File: src/rtl/seg_display_scan.sv
// seg_display_scan: multiplexed 6-digit seven-segment driver with leading-zero blanking, colons and set-mode blink.
// Optional SCAN_DEADTIME_EN holds all digit enables off for DEAD_CYC cycles at each slot start.
module seg_display_scan #(
  parameter int SCAN_DIV  = 50000,
  parameter int BLINK_DIV = 25000000,
  parameter int DEAD_CYC  = 500
) (
  input  logic       clk,
  input  logic       rst_n,
  input  logic [3:0] q_hour_ten,
  input  logic [3:0] q_hour_one,
  input  logic [3:0] q_min_ten,
  input  logic [3:0] q_min_one,
  input  logic [3:0] q_sec_ten,
  input  logic [3:0] q_sec_one,
  input  logic       set_active,
  input  logic       set_sel,
  output logic [6:0] seg,
  output logic       dp,
  output logic [5:0] an
);
  localparam int SW = $clog2(SCAN_DIV + 1);
  localparam int BW = $clog2(BLINK_DIV + 1);
  logic [SW-1:0] scan_cnt, scan_cnt_n;
  logic [BW-1:0] blink_cnt, blink_cnt_n;
  logic [2:0] idx, idx_n;
  logic [23:0] snap, snap_n;
  logic [3:0] val;
  logic tick, live, live_n, blink_ph, blink_ph_n, set_q, rise, bterm, blank, dead;
  function automatic logic [6:0] dec(input logic [3:0] v);
    case (v)
      4'd0: dec = 7'h40;
      4'd1: dec = 7'h79;
      4'd2: dec = 7'h24;
      4'd3: dec = 7'h30;
      4'd4: dec = 7'h19;
      4'd5: dec = 7'h12;
      4'd6: dec = 7'h02;
      4'd7: dec = 7'h78;
      4'd8: dec = 7'h00;
      4'd9: dec = 7'h10;
      default: dec = 7'h3F;
    endcase
  endfunction
  always_comb begin
    tick = scan_cnt == SW'(SCAN_DIV - 1);
    scan_cnt_n = tick ? '0 : scan_cnt + 1'b1;
    idx_n = tick ? (idx == 3'd5 ? 3'd0 : idx + 3'd1) : idx;
    snap_n = (tick && idx == 3'd5) ?
      {q_hour_ten, q_hour_one, q_min_ten, q_min_one, q_sec_ten, q_sec_one} : snap;
    live_n = live | tick;
    rise = set_active & ~set_q;
    bterm = blink_cnt == BW'(BLINK_DIV - 1);
    blink_cnt_n = (rise | bterm) ? '0 : blink_cnt + 1'b1;
    blink_ph_n = rise ? 1'b1 : bterm ? ~blink_ph : blink_ph;
    val = snap_n[{idx_n, 2'b00} +: 4];
    blank = (idx_n == 3'd5 && val == 4'd0) ||
      (set_active && !blink_ph_n && (set_sel ? idx_n >= 3'd4 : (idx_n == 3'd2 || idx_n == 3'd3)));
`ifdef SCAN_DEADTIME_EN
    dead = scan_cnt_n < SW'(DEAD_CYC);
`else
    dead = 1'b0;
`endif
  end
  always_ff @(posedge clk or negedge rst_n) begin
    if (!rst_n) begin
      scan_cnt  <= '0;
      blink_cnt <= '0;
      idx       <= 3'd5;
      snap      <= '0;
      live      <= 1'b0;
      blink_ph  <= 1'b1;
      set_q     <= 1'b0;
      seg       <= 7'h7F;
      dp        <= 1'b1;
      an        <= 6'h3F;
    end else begin
      scan_cnt  <= scan_cnt_n;
      blink_cnt <= blink_cnt_n;
      idx       <= idx_n;
      snap      <= snap_n;
      live      <= live_n;
      blink_ph  <= blink_ph_n;
      set_q     <= set_active;
      seg       <= (live_n && !blank) ? dec(val) : 7'h7F;
      dp        <= !(live_n && !blank && (idx_n == 3'd2 || idx_n == 3'd4));
      an        <= (live_n && !dead) ? ~(6'b1 << idx_n) : 6'h3F;
    end
  end
endmodule
File: config.mk
export PLATFORM = sky130hd
export DESIGN_NAME = seg_display_scan
export DESIGN_NICKNAME = d
export VERILOG_FILES = /design/src/rtl/seg_display_scan.sv
export SDC_FILE = /design/constraint.sdc
export NUM_CORES = 1
export LEC_CHECK = 0
export ABC_AREA = 1
export BUFFER_PORTS_ARGS = -buffer_cell sky130_fd_sc_hd__buf_4
export CELL_PAD_IN_SITES_DETAIL_PLACEMENT = 1
export CELL_PAD_IN_SITES_GLOBAL_PLACEMENT = 2
export CORE_AREA = 2 2 121 123
export CTS_BUF_LIST = sky130_fd_sc_hd__clkbuf_4 sky130_fd_sc_hd__clkbuf_8 sky130_fd_sc_hd__clkbuf_16
export DETAILED_ROUTE_END_ITERATION = 6
export DIE_AREA = 0 0 123 125
export GPL_ROUTABILITY_DRIVEN = 0
export PLACE_DENSITY = 0.71
export SLEW_MARGIN = 30
export SYNTH_ARGS = -nofsm -noshare
export SYNTH_HDL_FRONTEND = slang
export SYNTH_SLANG_ARGS = --single-unit
File: constraint.sdc
create_clock -name clk -period 2.5 [get_ports clk]
set_clock_uncertainty 0.2 [all_clocks]
set_input_delay 0.125 -clock clk [delete_from_list [all_inputs] [get_ports clk]]
set_output_delay 0.125 -clock clk [all_outputs]
set_load 0.02 [all_outputs]
* Word level (Yosys, flattened, before mapping) *
Memory sizes are Yosys's and may differ from the RTL's.
Cells that the tools add are included.

word-level totals
  register bits = 85
  bits in read-only memories = 112
  input bits = 28
  logic and storage cells = 53
  memories kept = 1

memories
  memory            depth  width  read ports  clocked after memory_dff  write ports  RTL line  source
  (name not given)  16     7      1           0                         0            31        case (v)

operators by class
  add/subtract/negate cells = 3
  magnitude comparators = 1
  eq/ne operators = 7
  shift operators = 2
  muxes and demuxes = 10
  bitwise gates (word level) = 6
  reductions and logical operators = 13

operators by type and width
  kind                     number
  $add A25 B1 Y25 const B  1
  $eq A25 B25 Y1 const B   1
  $mux W25                 1
  $mux W24                 1
  $shiftx A24 B6 Y4        1
  $add A16 B1 Y16 const B  1
  $eq A16 B16 Y1 const B   1
  $mux W16                 1
  $eq A3 B3 Y1 const B     3
  $mux W7                  1
  $eq A3 B2 Y1 const B     2
  $logic_and A1 B1 Y1      6
  $mux W3                  2
  $mux W6                  1
  $not A6 Y6               1
  $shl A1 B3 Y6 const A    1
  $logic_not A4 Y1         1
  $add A3 B1 Y3 const B    1
  $ge A3 B3 Y1 const B     1
  $logic_not A1 Y1         3
  $logic_or A1 B1 Y1       3
  $mux W1                  3
  $not A1 Y1               2
  $or A1 B1 Y1             2
  $and A1 B1 Y1            1

* Logic depth before layout (Yosys ltp) *
Gate-level depths: netlist of run 1.

  depth in word-level cells = 12
  mapped depth = 22
  depth with buffers taken out = 21

* Worst setup path after synthesis of run 1 *
No wires, ideal clock.

  path type = flip-flop to flip-flop
  start = reg scan_cnt[0]
  end = reg seg[6]
  arrival = 2.472 ns
  data required time = 2.240 ns
  slack = -0.232 ns
  cell stages (with the launch flop) = 19
  period minus slack after synthesis = 2.732 ns
  cell sequence = dfrtp_1 -> ha_1 -> nand3_2 -> nor2_4 -> nand3_2 -> buf_6 -> buf_6 -> or2_0 -> nand2_1 -> nor2_1 -> nor2_1 -> nand2_1 -> inv_1 -> ha_1 -> inv_1 -> nor2_1 -> nand3_4 -> and2_4 -> nand2_1

on the way
  cells in the longest elaborated chain, start to end = 10
  elaborated cells on any way between the ends = 20
  those cells by class = 1 x order compare; 4 x eq/ne; 1 x shift; 4 x mux; 1 x bitwise; 8 x reduce/logical; 1 x memory

ends and longest elaborated chain
  element                                                                 RTL line  source
  from (decl)                                                             24        logic [SW-1:0] scan_cnt, scan_cnt_n;
  from (signal assigned)                                                  78        scan_cnt <= scan_cnt_n;
  $eq A16 B16 Y1 (*)                                                      46        tick = scan_cnt == SW'(SCAN_DIV - 1);
  parallel branches: the longest is 8 deep, another holds $mem_v2 Z16 W7  n/a
  $mux W7 (*)                                                             85        seg <= (live_n && !blank) ? dec(val) : 7'h7F;
  to (signal assigned)                                                    85
  to (decl)                                                               18        output logic [6:0] seg,

Mark *: on every way between the ends.

* Worst setup path after layout of run 1 *
  start = reg scan_cnt[4]
  end = reg seg[4]

on the way
  cells in the longest elaborated chain, start to end = 10
  elaborated cells on any way between the ends = 20
  those cells by class = 1 x order compare; 4 x eq/ne; 1 x shift; 4 x mux; 1 x bitwise; 8 x reduce/logical; 1 x memory

ends and longest elaborated chain
  element                                                                 RTL line  source
  $eq A16 B16 Y1 (*)                                                      46
  $logic_and A1 B1 Y1 (*)                                                 49        snap_n = (tick && idx == 3'd5) ?
  $mux W24 (*)                                                            49
  named net snap_n[21]                                                    27        logic [23:0] snap, snap_n;
  $shiftx A24 B6 Y4 (*)                                                   56        val = snap_n[{idx_n, 2'b00} +: 4];
  parallel branches: the longest is 5 deep, another holds $mem_v2 Z16 W7  n/a
  $mux W7 (*)                                                             85

Mark *: on every way through the listed nets, which the timed path passes.

==> impl.org, run 1 <==
** Routing
- Number of routed nets with antenna violations :: 0
- In the final routed layout, each cell accounts on average for around 14 microns.
- Per-cell via count in the routed design :: ~4.6
- Wirelength, routed :: 13.2 mm
- For this run, the detailed router's first-pass iteration total came to 4.
- Number of vias after detailed routing :: approximately 4,200
- For this run, design rule violations remaining after detail routing come to 0.
- Starting DRC count in detailed routing :: 125

** Worst setup path
- For this run, the slowest stage of the critical path takes between 0.3 and 0.4 ns.
- Data arrives at the worst endpoint at between 2 and 3 ns.
- Worst Path Max Fanout :: 7
- Worst path bufs/invs :: 5
- The critical path in this run is classified as reg2reg.
- Worst Path Required :: 2.59 ns
- The worst register-to-register path begins at scan_cnt[4]$_DFF_PN0_.
- Critical-path top delay cell :: sky130_fd_sc_hd__dfrtp_1
- For flop-to-flop paths, the worst setup slack is -0.15 ns.
- On the critical path the largest part of the delay comes from simple AND/OR/NAND/NOR gates.
- Startpoint of the worst setup timing path :: scan_cnt[4]$_DFF_PN0_
- Worst path cell trace :: nor2_2 -> nand2_2 -> nor2_4 -> nand3_4 -> buf_6 -> or2_0 -> o21ai_1 -> inv_1 -> nand2_1 -> nand2_1 -> inv_1 -> nand2_2 -> inv_4 -> ha_4 -> inv_2 -> nor2_4 -> nand3_4 -> and2_4 -> nand2_1
- The worst setup path is launched from a flip-flop.
- STA classifies the critical path endpoint as a flip-flop.
- Crit path top cell by count :: sky130_fd_sc_hd__nand2_1

** Floorplan
- In this run the vertical extent of the chip is ~130 microns.
- Horizontal die dimension :: ~120 microns
- After floorplanning, the core was sized to cover around 0.014 sq mm.
- Row generation in the floorplan step produced 44 rows.
- Top Ports :: 42
- Die area :: 0.0154 sq mm
- Initial core utilization :: around 31%

** STA
- Final hold violation count :: 0
- RSZ-0062 raised after global routing :: true
- The count of final max-slew check failures came to 0.
- Counting I/O delays and the setup requirement, the final critical path takes 2.65 ns.
- The worst path uses 106% of the clock period.
- Endpoints failing setup :: 8
- For the pin with the worst max-slew slack, the measured transition is a little over 0.5 ns.
- Static timing analysis puts the maximum clock frequency at around 380 MHz.
- Setup slack on the critical path of the routed design comes to -0.148 ns.
- The worst pin sits at a relative slew slack of about two thirds.

** Logic synthesis
- Synthesis produced between 500 and 600 cells.
- Counting flops and latches in the post-synthesis netlist gives 85.
- Proportion of netlist area held by the largest area contributor :: roughly two fifths
- Ranked by total cell area, the synthesized netlist is headed by sky130_fd_sc_hd__dfrtp_1 38%, sky130_fd_sc_hd__nand2_1 14%, sky130_fd_sc_hd__dfstp_2 10%.
- Distinct cell type count of the synthesized netlist :: 40
- Proportion of register bits with asynchronous set or reset after synthesis :: 100%
- Warning count from the yosys run :: 0
- Most frequently used flop master after synthesis :: sky130_fd_sc_hd__dfrtp_1
- The synthesized design spends more area on one cell type than any other, namely sky130_fd_sc_hd__dfrtp_1.
- After synthesis the cells add up to around 0.0044 sq mm.
- Of the synthesized area, sequential elements account for between 40% and 50%.
- Number of flops mapped to enable cells by yosys :: 0
- Averaged over all synthesized cells, the footprint is 7.94 sq um.
- Post-synth net total :: slightly below 600

** Min path
- Startpoint of the tightest hold check path :: q_sec_ten[1]
- Hold crit path type :: in2reg

** Placement
- The count of buffers added on input and output ports is between 40 and 50.
- Cell Count Post-Placement :: roughly 860
- Once detailed placement completed, the half-perimeter wirelength came to between 9 and 10 mm.

** Cells and area
- For this run, the number of standard cells in the final layout without fillers is 912.
- The number of antenna diodes in the final layout is 0.
- From synthesis to final layout, the design area changed by 46.0%.
- Total Nets Final :: between 700 and 800
- In the final layout, the share of cells above drive strength 1 is roughly a third.

** Power
- Leakage :: 3.10 nW
- Max IR drop VDD :: about 0.00028 V
- The design draws around 0.0029 W.
- Power spread over the standard cell area amounts to 447 mW/mm^2.

** Run status
- The checks that failed: negative setup slack.
- The flow ran to the end, but the final reports show violations.

** Clocking
- The clock passes through at most 2 buffers.
- Clock-pin slew on the worst setup and hold paths :: about 0.06 ns
- Buffers inserted during clock tree synthesis total 9.
- # clock sinks :: 85
- Clock insertion delay at the later pin of the skew report :: between 0.3 and 0.4 ns
- CTS built an H-tree with a depth of 3.
- TritonCTS clock tree :: yes
- CTS placed an instance of sky130_fd_sc_hd__clkbuf_16 at the clock tree root.

** Global route
- Remaining global-route overflow :: 0
- Antenna violations before repair :: 0
- The via count of the first global-routing pass was ~4,600.
- Largest net degree at the start of global routing :: 36
- Global-route wire length before repair :: 22.4 mm
- For this run, the total global-route usage over all layers was measured as approximately 19%.

** Job
- Total of max-cap violations :: 0
## report_power, final
part	switching (W)	total (W)	internal [W]
clock network	0.000543	0.00129	0.000743
logic	0.0000919	0.000181	0.0000895
registers	0.0000238	0.00142	0.00140
## sequential cells by signal, indices dropped and copies added, names as in the netlist
name	cells
blink_cnt	25
idx	3
live	1
set_q	1
dp	1
scan_cnt	16
snap	24
seg	7
blink_ph	1
an	6
## final timing paths
| path | end | depth (start not counted) |
|---|---|---|
| worst min register to register | snap[0]$_DFF_PN0_ | 2 |
| worst min-delay path | snap[5]$_DFF_PN0_ | 4 |
| worst max-delay path | seg[4]$_DFF_PN1_ | 19 |
| min in group asynchronous | blink_cnt[18]$_DFF_PN0_ | 2 |
| max in group asynchronous | an[4]$_DFF_PN1_ | 3 |
| worst max register to register | seg[4]$_DFF_PN1_ | 19 |
## placed cells by master, fill, tap and decap left out, types with 5 or more instances in the layout
cell,n
sky130_fd_sc_hd__or2_0,5
sky130_fd_sc_hd__buf_4,132
sky130_fd_sc_hd__nand2_2,16
sky130_fd_sc_hd__inv_1,62
sky130_fd_sc_hd__nor2_1,46
sky130_fd_sc_hd__nand2_4,5
sky130_fd_sc_hd__nand3_1,21
sky130_fd_sc_hd__nand2_1,150
sky130_fd_sc_hd__o21ai_0,14
sky130_fd_sc_hd__dlygate4sd3_1,22
sky130_fd_sc_hd__clkbuf_16,9
sky130_fd_sc_hd__inv_2,10
sky130_fd_sc_hd__nand4_1,23
sky130_fd_sc_hd__a21oi_1,18
sky130_fd_sc_hd__nor2_2,10
sky130_fd_sc_hd__dfstp_2,17
sky130_fd_sc_hd__nor2_4,10
sky130_fd_sc_hd__buf_6,6
sky130_fd_sc_hd__dfrtp_1,68
sky130_fd_sc_hd__nor3_1,13
sky130_fd_sc_hd__xor2_1,8
## logic make-up after synthesis
logic type	share of synthesized area, %
xor+xnor	1.58
compound gates	7.08
simple gates	33.1
flops	48.5
fa+ha+maj	1.98
buf+inv	7.76
## synthesized netlist by cell type (7+ instances only)
cell type                 number
sky130_fd_sc_hd__dfstp_2      17
sky130_fd_sc_hd__o21ai_0      15
sky130_fd_sc_hd__inv_1        66
sky130_fd_sc_hd__nand4_1      23
sky130_fd_sc_hd__inv_2         8
sky130_fd_sc_hd__a21oi_1      18
sky130_fd_sc_hd__ha_1          7
sky130_fd_sc_hd__dfrtp_1      68
sky130_fd_sc_hd__nor3_1       15
sky130_fd_sc_hd__xor2_1        8
sky130_fd_sc_hd__nand3_1      23
sky130_fd_sc_hd__nor2_1       61
sky130_fd_sc_hd__nand2_1     164
## worst register-to-register path, stage by stage (launching register included)
cell                      delay, ns
sky130_fd_sc_hd__dfrtp_1       0.39
sky130_fd_sc_hd__nor2_2        0.17
sky130_fd_sc_hd__nand2_2       0.09
sky130_fd_sc_hd__nor2_4        0.16
sky130_fd_sc_hd__nand3_4       0.15
sky130_fd_sc_hd__buf_6         0.18
sky130_fd_sc_hd__or2_0         0.20
sky130_fd_sc_hd__o21ai_1       0.07
sky130_fd_sc_hd__inv_1         0.08
sky130_fd_sc_hd__nand2_1       0.06
sky130_fd_sc_hd__nand2_1       0.04
sky130_fd_sc_hd__inv_1         0.05
sky130_fd_sc_hd__nand2_2       0.07
sky130_fd_sc_hd__inv_4         0.09
sky130_fd_sc_hd__ha_4          0.14
sky130_fd_sc_hd__inv_2         0.04
sky130_fd_sc_hd__nor2_4        0.09
sky130_fd_sc_hd__nand3_4       0.10
sky130_fd_sc_hd__and2_4        0.17
sky130_fd_sc_hd__nand2_1       0.07
## what timing repair did
item / 4_1_cts / 5_1_grt
endpoints found under the setup margin: 10 / 16
resized for setup: 28 / 37
setup buffers: 11 / 9
hold buffers: 22 / 0
hold endpoints to repair: 76 / 0
pin swaps: 18 / 21
## stage by stage
| stage | hold WS [ns] | setup slack (ns) | setup TNS, ns | util [%] | instance area (sq um) |
|---|---|---|---|---|---|
| global placement | -0.0642 | -0.257 | -1.93 | 39.4 | 5590 |
| detailed placement | -0.0585 | -0.338 | -2.52 | 39.4 | 5590 |
| floorplan | -0.371 | -0.0288 | -0.115 | - | 4480 |
| CTS | 0.00574 | -0.163 | -0.986 | 44.1 | 6270 |
| finish | 0.0127 | -0.148 | -0.866 | 45.6 | 6470 |
| global route | 0.0239 | -0.397 | -2.96 | 45.6 | 6470 |
## routing by layer
layer	up-vias	track usage, %	routed length (microns)
li1	2105	-	-
met1	2079	23.8	5970
met2	38	31.8	6770
met3	17	3.06	240
met4	0	5.48	223
met5	-	0	0
## area by class of cell
cell class                 instances  area [sq um]
timing repair buffer             162          1320
multi-input combinational        390          2200
sequential                        85          2150
inverter                          75           292
tap                              184           230
clock inverter                     2          10.0
fill                            1715          7730
clock buffer                      14           269
Note: power is estimated with default switching activity, not from simulation.
==> run 2: changes to the inputs <==
Settings changed: REMOVE_ABC_BUFFERS set to 1, SKIP_CTS_REPAIR_TIMING set to 1.
==> run 2 against run 1 <==
Compared with the run above:
- the run ends with negative hold slack, negative setup slack left
- sequential power about the same
- via count rose by 0.64%
- sequential share of layout area down 0.72 points
- non-clock buffer count up 9
- final cell count up 0.99%
- utilization grew 1.0 points
- clock-buffer cell count is 2 lower
- first-iteration DRC count increased by 34%
- clock power barely moved
- flip-flop and latch count unchanged
- global-route usage fell by 1.0 points
- fmax decreased by 3.4%
- largest cell class unchanged
==> impl.org, run 2 (synthesis results as in run 1) <==
** Power
- The power spent charging and discharging nets is 0.000682 W (+3.4%).
- The share of power burned in combinational logic was 6.4% (about the same).
- Switching share of power :: 23.5% (+0.67 points)
- The maximum vdd drop came to 0.000298 V (+6.7%).
- Leakage :: 3.14 nW (+1.4%)
- Share of total power in the clock network :: 44.8% (+0.3 points)
- Internal power :: 0.00222 W (-0.40%)
- The power density over the cells is 439 mW/mm^2 (-1.7%).
- The sequential share of power was 48.8% (-0.5 points).

** Routing
- Number of routed nets with antenna violations :: 0 (unchanged)
- Number of iterations in the first detailed-routing pass :: 4 (unchanged)
- The detailed-route vias per instance came to 4.63 (-0.35%).
- The detailed router's first-iteration violation count is 168 (+34%).
- Wirelength, routed :: 13.3 mm (+0.86%)
- The total vias in the final route came to 4,266 (+0.64%).
- The DRC violation count after routing was 0 (unchanged).
- The final routed wire length divided by cell count came to 14.5 microns (-0.12%).

** Floorplan
- The initial core utilization was 31.2% (unchanged).
- The number of core rows is 44 (unchanged).
- The width of the chip was 123 microns (unchanged).
- Die Y :: 125 microns (unchanged)
- The area of the core was 0.0142 sq mm (unchanged).
- The area of the die was 0.0154 sq mm (unchanged).
- The number of top-level pins came to 42 (unchanged).

** Run status
- The final reports fail on negative hold slack, negative setup slack.
- The flow ran to the end, but the final reports show violations.

** Cells and area
- Core Util, Final :: 46.6% (+1.0 points)
- Most frequent cells in the layout :: 140 x sky130_fd_sc_hd__nand2_1, 137 x sky130_fd_sc_hd__buf_4, 68 x sky130_fd_sc_hd__dfrtp_1
- Number of flip-flops in the largest register :: 25 (unchanged)
- The number of fillers in the final layout came to 1,729 (+0.82%).
- The library cell used most frequently in the layout, excluding fill and tap cells, is sky130_fd_sc_hd__nand2_1.
- Antenna cell count :: 0 (unchanged)
- Layout area overhead :: 49.2%
- Total Nets Final :: 767 (+1.2%)
- In the final layout, the registers with the most flip-flops are blink_cnt x25, snap x24, scan_cnt x16.
- Register with the most flip-flops :: blink_cnt
- Share of post-route cells with drive strength above 1 :: 38.1% (+3.1 points)
- The post-route standard cell area excluding fillers is 0.00662 sq mm (+2.2%).

** STA
- The achievable clock frequency came to 365 MHz (-3.4%).
- The final cycle utilization of the critical path is 110% (+3.7 points).
- The relative slew slack came to 61.4% (-4.5 points).
- The post-route worst setup slack came to -0.240 ns (-0.0923 ns).
- The final-report setup violation count was 8 (unchanged).
- Post-route minimum period :: 2.74 ns (+0.0923 ns)
- The hold slack is -0.00812 ns (-0.0209 ns).
- Final hold violation count :: 1 (+1)
- The count of final max-slew check failures is 0 (unchanged).
- RSZ-0062 raised after global routing :: true
- Slew at the pin closest to its max-slew limit :: 0.579 ns (+0.0675 ns)

** Min path
- Hold crit path type :: in2reg

** Clocking
- Clock insertion delay at the later pin of the skew report :: 0.35 ns (about the same)
- # clock sinks :: 85 (unchanged)
- TritonCTS built the clock tree.
- H-tree lvl count :: 3 (unchanged)
- The number of buffers between clock root and the deepest sink came to 2 (unchanged).
- Clock-pin slew on the worst setup and hold paths :: 0.07 ns (about the same)
- The cell sitting at the root of the clock tree is a sky130_fd_sc_hd__clkbuf_16.
- Cts bufs inserted :: 9 (unchanged)

** Placement
- The total cell area at the placement stage came to 0.00557 sq mm (-0.45%).
- Post-detailed-placement half-perimeter wirelength :: 9.41 mm (-0.18%)
- The count of port buffers added during placement came to 41 (unchanged).
- The placement-stage worst setup slack is -0.360 ns (-0.0218 ns).

** Global route
- Remaining global-route overflow :: 0 (unchanged)
- The global-route wire length before repair is 21.1 mm (-5.8%).
- The global routing met3 resource utilization was 3.38% (+0.32 points).
- Met2 track demand over resource in global routing :: 29.2% (-2.6 points)
- The met1 usage in global routing is 23.0% (-0.79 points).
- Vias in the first global route :: 4,386 (-4.8%)
- Global router's overall resource usage :: 17.5% (-1.0 points)
- The largest net degree at the start of global routing came to 47 (+31%).
- The initial antenna violation count was 0 (unchanged).
- The global routing stage identified its most utilized layer as met2.

** Worst setup path
- Worst EP arrival :: 2.81 ns (+0.08 ns)
- Worst Path Required :: 2.57 ns (-0.02 ns)
- Worst Path Max Fanout :: 4 (-3)
- Element type at the critical path end :: flip-flop
- Worst Setup Start Kind :: flip-flop
- The critical path is of the reg2reg type.

** Job
- The number of max-cap violations was 0 (unchanged).
[run 2: changes by cell type in the layout (fill, tap and decap cells not counted), sizes merged]
cell	before	now
clkinvlp	0	2
dlygate4sd3	22	23
clkinv	3	4
inv	74	73
buf	140	146
[run 2: area by class of cell]
class	instances	area, sq um	share of cell area [%]
clock buffer	12	254	3.84
tap	184	230	3.48
inverter	75	300	4.54
sequential	85	2150	32.5
timing repair buffer	171	1430	21.6
multi-input combinational	390	2220	33.6
clock inverter	4	33.8	0.511
[run 2: metal layers]
metal / share of wire (%) / up-vias
met3: 2.1 / 11
li1: - / 2134
met1: 46 / 2083
met2: 51 / 38
met4: 1.0 / 0
met5: 0 / -
[run 2: power groups by stage]
stage	logic (W)	clock network, W	registers, W
floorplan	0.0000483	0	0.00144
global placement	0.000146	0	0.00144
detailed placement	0.000151	0	0.00144
CTS	0.000152	0.00135	0.00142
global route	0.000211	0.00141	0.00142
finish	0.000185	0.00130	0.00142
[run 2: worst max-delay path, cell delays in order, from the launching register on]
cell                       delay, ns
sky130_fd_sc_hd__dfrtp_1        0.39
sky130_fd_sc_hd__nor2_2         0.16
sky130_fd_sc_hd__nand2_2        0.10
sky130_fd_sc_hd__nor2_4         0.15
sky130_fd_sc_hd__nand3_4        0.14
sky130_fd_sc_hd__buf_12         0.17
sky130_fd_sc_hd__buf_4          0.13
sky130_fd_sc_hd__nand2_2        0.05
sky130_fd_sc_hd__nand2_2        0.05
sky130_fd_sc_hd__nand2_1        0.06
sky130_fd_sc_hd__nand2_1        0.06
sky130_fd_sc_hd__nand2_1        0.05
sky130_fd_sc_hd__nand2_1        0.06
sky130_fd_sc_hd__nand2_1        0.08
sky130_fd_sc_hd__nand2_2        0.08
sky130_fd_sc_hd__buf_6          0.13
sky130_fd_sc_hd__buf_4          0.13
sky130_fd_sc_hd__ha_2           0.19
sky130_fd_sc_hd__o211ai_1       0.21
sky130_fd_sc_hd__nand2_1        0.08
[run 2: final timing paths]
path,slack [ns],from,depth (start not counted),end
min,-0.008,q_hour_one[1],4,snap[17]$_DFF_PN0_
max reg2reg,-0.24,scan_cnt[5]$_DFF_PN0_,19,seg[6]$_DFF_PN1_
max,-0.24,scan_cnt[5]$_DFF_PN0_,19,seg[6]$_DFF_PN1_
max in group asynchronous,1.27,rst_n,3,seg[2]$_DFF_PN1_
min in group asynchronous,0.12,rst_n,2,scan_cnt[11]$_DFF_PN0_
min reg2reg,0.27,snap[6]$_DFF_PN0_,2,snap[6]$_DFF_PN0_
[run 2: metrics by stage]
step	setup TNS [ns]	power, W	cells
after global placement	-1.94	0.00159	859
after CTS	-2.87	0.00292	875
after detailed placement	-2.53	0.00159	859
final	-1.66	0.00291	921
after floorplan	-3.97	0.00149	550
after global routing	-3.34	0.00304	921
==> run 3: changes to the inputs <==
Settings changed: SETUP_SLACK_MARGIN set to 0.05.
==> run 3 against run 2 <==
Compared with the run above:
- the flow still finishes with violations (negative hold slack, negative setup slack)
- power barely moved
- first-iteration DRC count increased by 18%
- design area is 0.57% lower
- largest power group unchanged
==> impl.org, run 3 (synthesis results as in run 1) <==
** STA
- Final hold slack :: -0.00837 ns (-0.000254 ns)
- Max-slew violations :: 0 (unchanged)
- The achievable clock frequency was 365 MHz (about the same).
- The final period demand of the worst path is 2.74 ns (+0.0000700 ns).
- RSZ-0062 raised after global routing :: true
- Endpoints failing setup :: 8 (unchanged)
- Max transition margin :: 61.6% (+0.19 points)
- Final Cycle Share :: 110% (about the same)
- The final hold violation count came to 1 (unchanged).
- Final TNS setup :: -1.66 ns (-0.00175 ns)
- The post-route worst setup slack was -0.240 ns (-0.0000700 ns).
- Slew at the pin closest to its max-slew limit :: 0.576 ns (-0.00283 ns)

** Min path
- Endpoint of the worst hold-timing path :: snap[17]$_DFF_PN0_
- Startpoint of the tightest hold check path :: q_hour_one[1]
- Worst Hold Path Cells :: 4 (unchanged)
- In this run the worst hold path is classified as in2reg.

** Clocking
- In this run the clock root is driven by a sky130_fd_sc_hd__clkbuf_16.
- H-tree lvl count :: 3 (unchanged)
- Cts bufs inserted :: 9 (unchanged)
- Clock-pin slew on the worst setup and hold paths :: 0.07 ns (about the same)
- TritonCTS built the clock tree.
- The clock sink total is 85 (unchanged).
- The number of buffers between clock root and the deepest sink is 2 (unchanged).
- The insertion delay of the later-clocked pin in the worst-skew pair is 0.35 ns (about the same).

** Power
- Final Total Pwr :: 0.00290 W (about the same)
- Leakage :: 3.13 nW (-0.34%)
- The power density over the cells was 441 mW/mm^2 (+0.47%).
- The maximum vdd drop was 0.000299 V (+0.31%).

** Global route
- The global-route wire length before repair is 21.1 mm (unchanged).
- Antenna violations before repair :: 0 (unchanged)
- The largest net degree at the start of global routing is 47 (unchanged).
- The remaining global-route overflow is 0 (unchanged).
- The via count of the first global-routing pass is 4,386 (unchanged).
- The total routing usage reported by global routing is 17.5% (unchanged).

** Cells and area
- Total Nets Final :: 765 (-0.26%)
- The filler-free cell count of the finished design was 919 (-0.22%).
- Number of flip-flops in the largest register :: 25 (unchanged)
- Share of post-route cells with drive strength above 1 :: 37.8% (-0.30 points)
- Leaving out fill and tap cells, the most frequent cell in the layout is sky130_fd_sc_hd__nand2_1.
- Leaving out fill and tap cells, the most frequent cells in the layout are 140 x sky130_fd_sc_hd__nand2_1, 136 x sky130_fd_sc_hd__buf_4, 68 x sky130_fd_sc_hd__dfrtp_1.
- From synthesis to final layout, the design area changed by 48.4%.
- Antenna cell count :: 0 (unchanged)
- The largest registers in the layout are blink_cnt x25, snap x24, scan_cnt x16.
- More flip-flops sit in one register than any other, and that register is blink_cnt.

** Floorplan
- The area of the core is 0.0142 sq mm (unchanged).
- The width of the chip is 123 microns (unchanged).
- The number of top-level pins is 42 (unchanged).
- Die area :: 0.0154 sq mm (unchanged)
- The die extent in y is 125 microns (unchanged).
- Number of rows created at floorplan :: 44 (unchanged)
- The initial core utilization came to 31.2% (unchanged).

** Routing
- The total vias in the final route was 4,251 (-0.35%).
- Residual DRC count :: 0 (unchanged)
- The number of routed nets with antenna violations came to 0 (unchanged).
- Per-cell via count in the routed design :: 4.63 (-0.13%)
- Drt wl/cell :: 14.4 microns (-0.26%)
- The first-pass iteration count of the detailed router is 4 (unchanged).
- The detailed router's first-iteration violation count came to 198 (+18%).
- Wirelength, routed :: 13.3 mm (-0.48%)

** Worst setup path
- The data arrival time of the worst path came to 2.81 ns (about the same).
- Element type at the critical path end :: flip-flop
- Worst Setup Start Kind :: flip-flop
- Class of the most critical setup path :: reg2reg
- Reg2Reg Depth :: 19 (unchanged)
- The required time at the worst-slack endpoint was 2.57 ns (about the same).
- In this run the critical register-to-register path is captured at seg[6]$_DFF_PN1_.
- Reg2Reg Setup Slack :: -0.24 ns (about the same)
- The worst register-to-register path begins at scan_cnt[5]$_DFF_PN0_.
- Worst Path Max Fanout :: 4 (unchanged)

** Placement
- Number of port buffers :: 41 (unchanged)
- Post-detailed-placement half-perimeter wirelength :: 9.41 mm (unchanged)
- The count of placed standard cells including taps is 859 (unchanged).

** Run status
- The flow ran to the end, but the final reports show violations.
- The final reports fail on negative hold slack, negative setup slack.

** Job
- The number of max-cap violations came to 0 (unchanged).
==> run 3: cell types whose count changed in the layout (fill, tap and decap cells not counted), sizes merged <==
| cell | change |
|---|---|
| buf | -2 |
==> run 3: routing by layer <==
metal	GRT usage (%)	share of wire, %	wire length, microns
met5	0	0	0
met4	4.75	1.0	135
met3	3.38	2.1	284
met2	29.2	51	6710
met1	23.0	46	6130
==> run 3: critical path, cell delays in order (launching register included) <==
cell	delay (ns)
sky130_fd_sc_hd__dfrtp_1	0.39
sky130_fd_sc_hd__nor2_2	0.16
sky130_fd_sc_hd__nand2_2	0.10
sky130_fd_sc_hd__nor2_4	0.15
sky130_fd_sc_hd__nand3_4	0.14
sky130_fd_sc_hd__buf_12	0.17
sky130_fd_sc_hd__buf_4	0.13
sky130_fd_sc_hd__nand2_2	0.05
sky130_fd_sc_hd__nand2_2	0.05
sky130_fd_sc_hd__nand2_1	0.06
sky130_fd_sc_hd__nand2_1	0.06
sky130_fd_sc_hd__nand2_1	0.05
sky130_fd_sc_hd__nand2_1	0.06
sky130_fd_sc_hd__nand2_1	0.08
sky130_fd_sc_hd__nand2_2	0.08
sky130_fd_sc_hd__buf_6	0.13
sky130_fd_sc_hd__buf_4	0.13
sky130_fd_sc_hd__ha_2	0.19
sky130_fd_sc_hd__o211ai_1	0.21
sky130_fd_sc_hd__nand2_1	0.08
==> run 3: through the flow <==
stage / utilization, % / cell area [sq um] / setup slack [ns]
global placement: 39.2 / 5570 / -0.275
global route: 46.3 / 6580 / -0.445
CTS: 41.2 / 5860 / -0.392
detailed placement: 39.2 / 5570 / -0.360
finish: 46.3 / 6580 / -0.240
floorplan: - / 4380 / -0.552
==> run 3: final cells by class <==
| type | count | area [sq um] |
|---|---|---|
| fillers | 1730 | 7630 |
| multi-input cells | 390 | 2200 |
| flip-flops and latches | 85 | 2150 |
| repair buffers | 169 | 1410 |
| inverters | 75 | 300 |
| clock buffers | 12 | 254 |
| well taps | 184 | 230 |
| clock inverters | 4 | 33.8 |
==> run 3: worst max path at each step <==
| stage | startpoint | end |
|---|---|---|
| after global placement | scan_cnt[4]$_DFF_PN0_ | seg[5]$_DFF_PN1_ |
| after detailed placement | scan_cnt[0]$_DFF_PN0_ | seg[0]$_DFF_PN1_ |
| after CTS | scan_cnt[0]$_DFF_PN0_ | seg[6]$_DFF_PN1_ |
| after global routing | scan_cnt[5]$_DFF_PN0_ | seg[4]$_DFF_PN1_ |
| after floorplan | idx[2]$_DFF_PN1_ | seg[6]$_DFF_PN1_ |
| final | scan_cnt[5]$_DFF_PN0_ | seg[6]$_DFF_PN1_ |
==> run 3: power by group <==
group          internal (W)  switching [W]
clock              0.000729       0.000573
sequential          0.00140      0.0000188
combinational     0.0000925      0.0000899
total               0.00222       0.000681
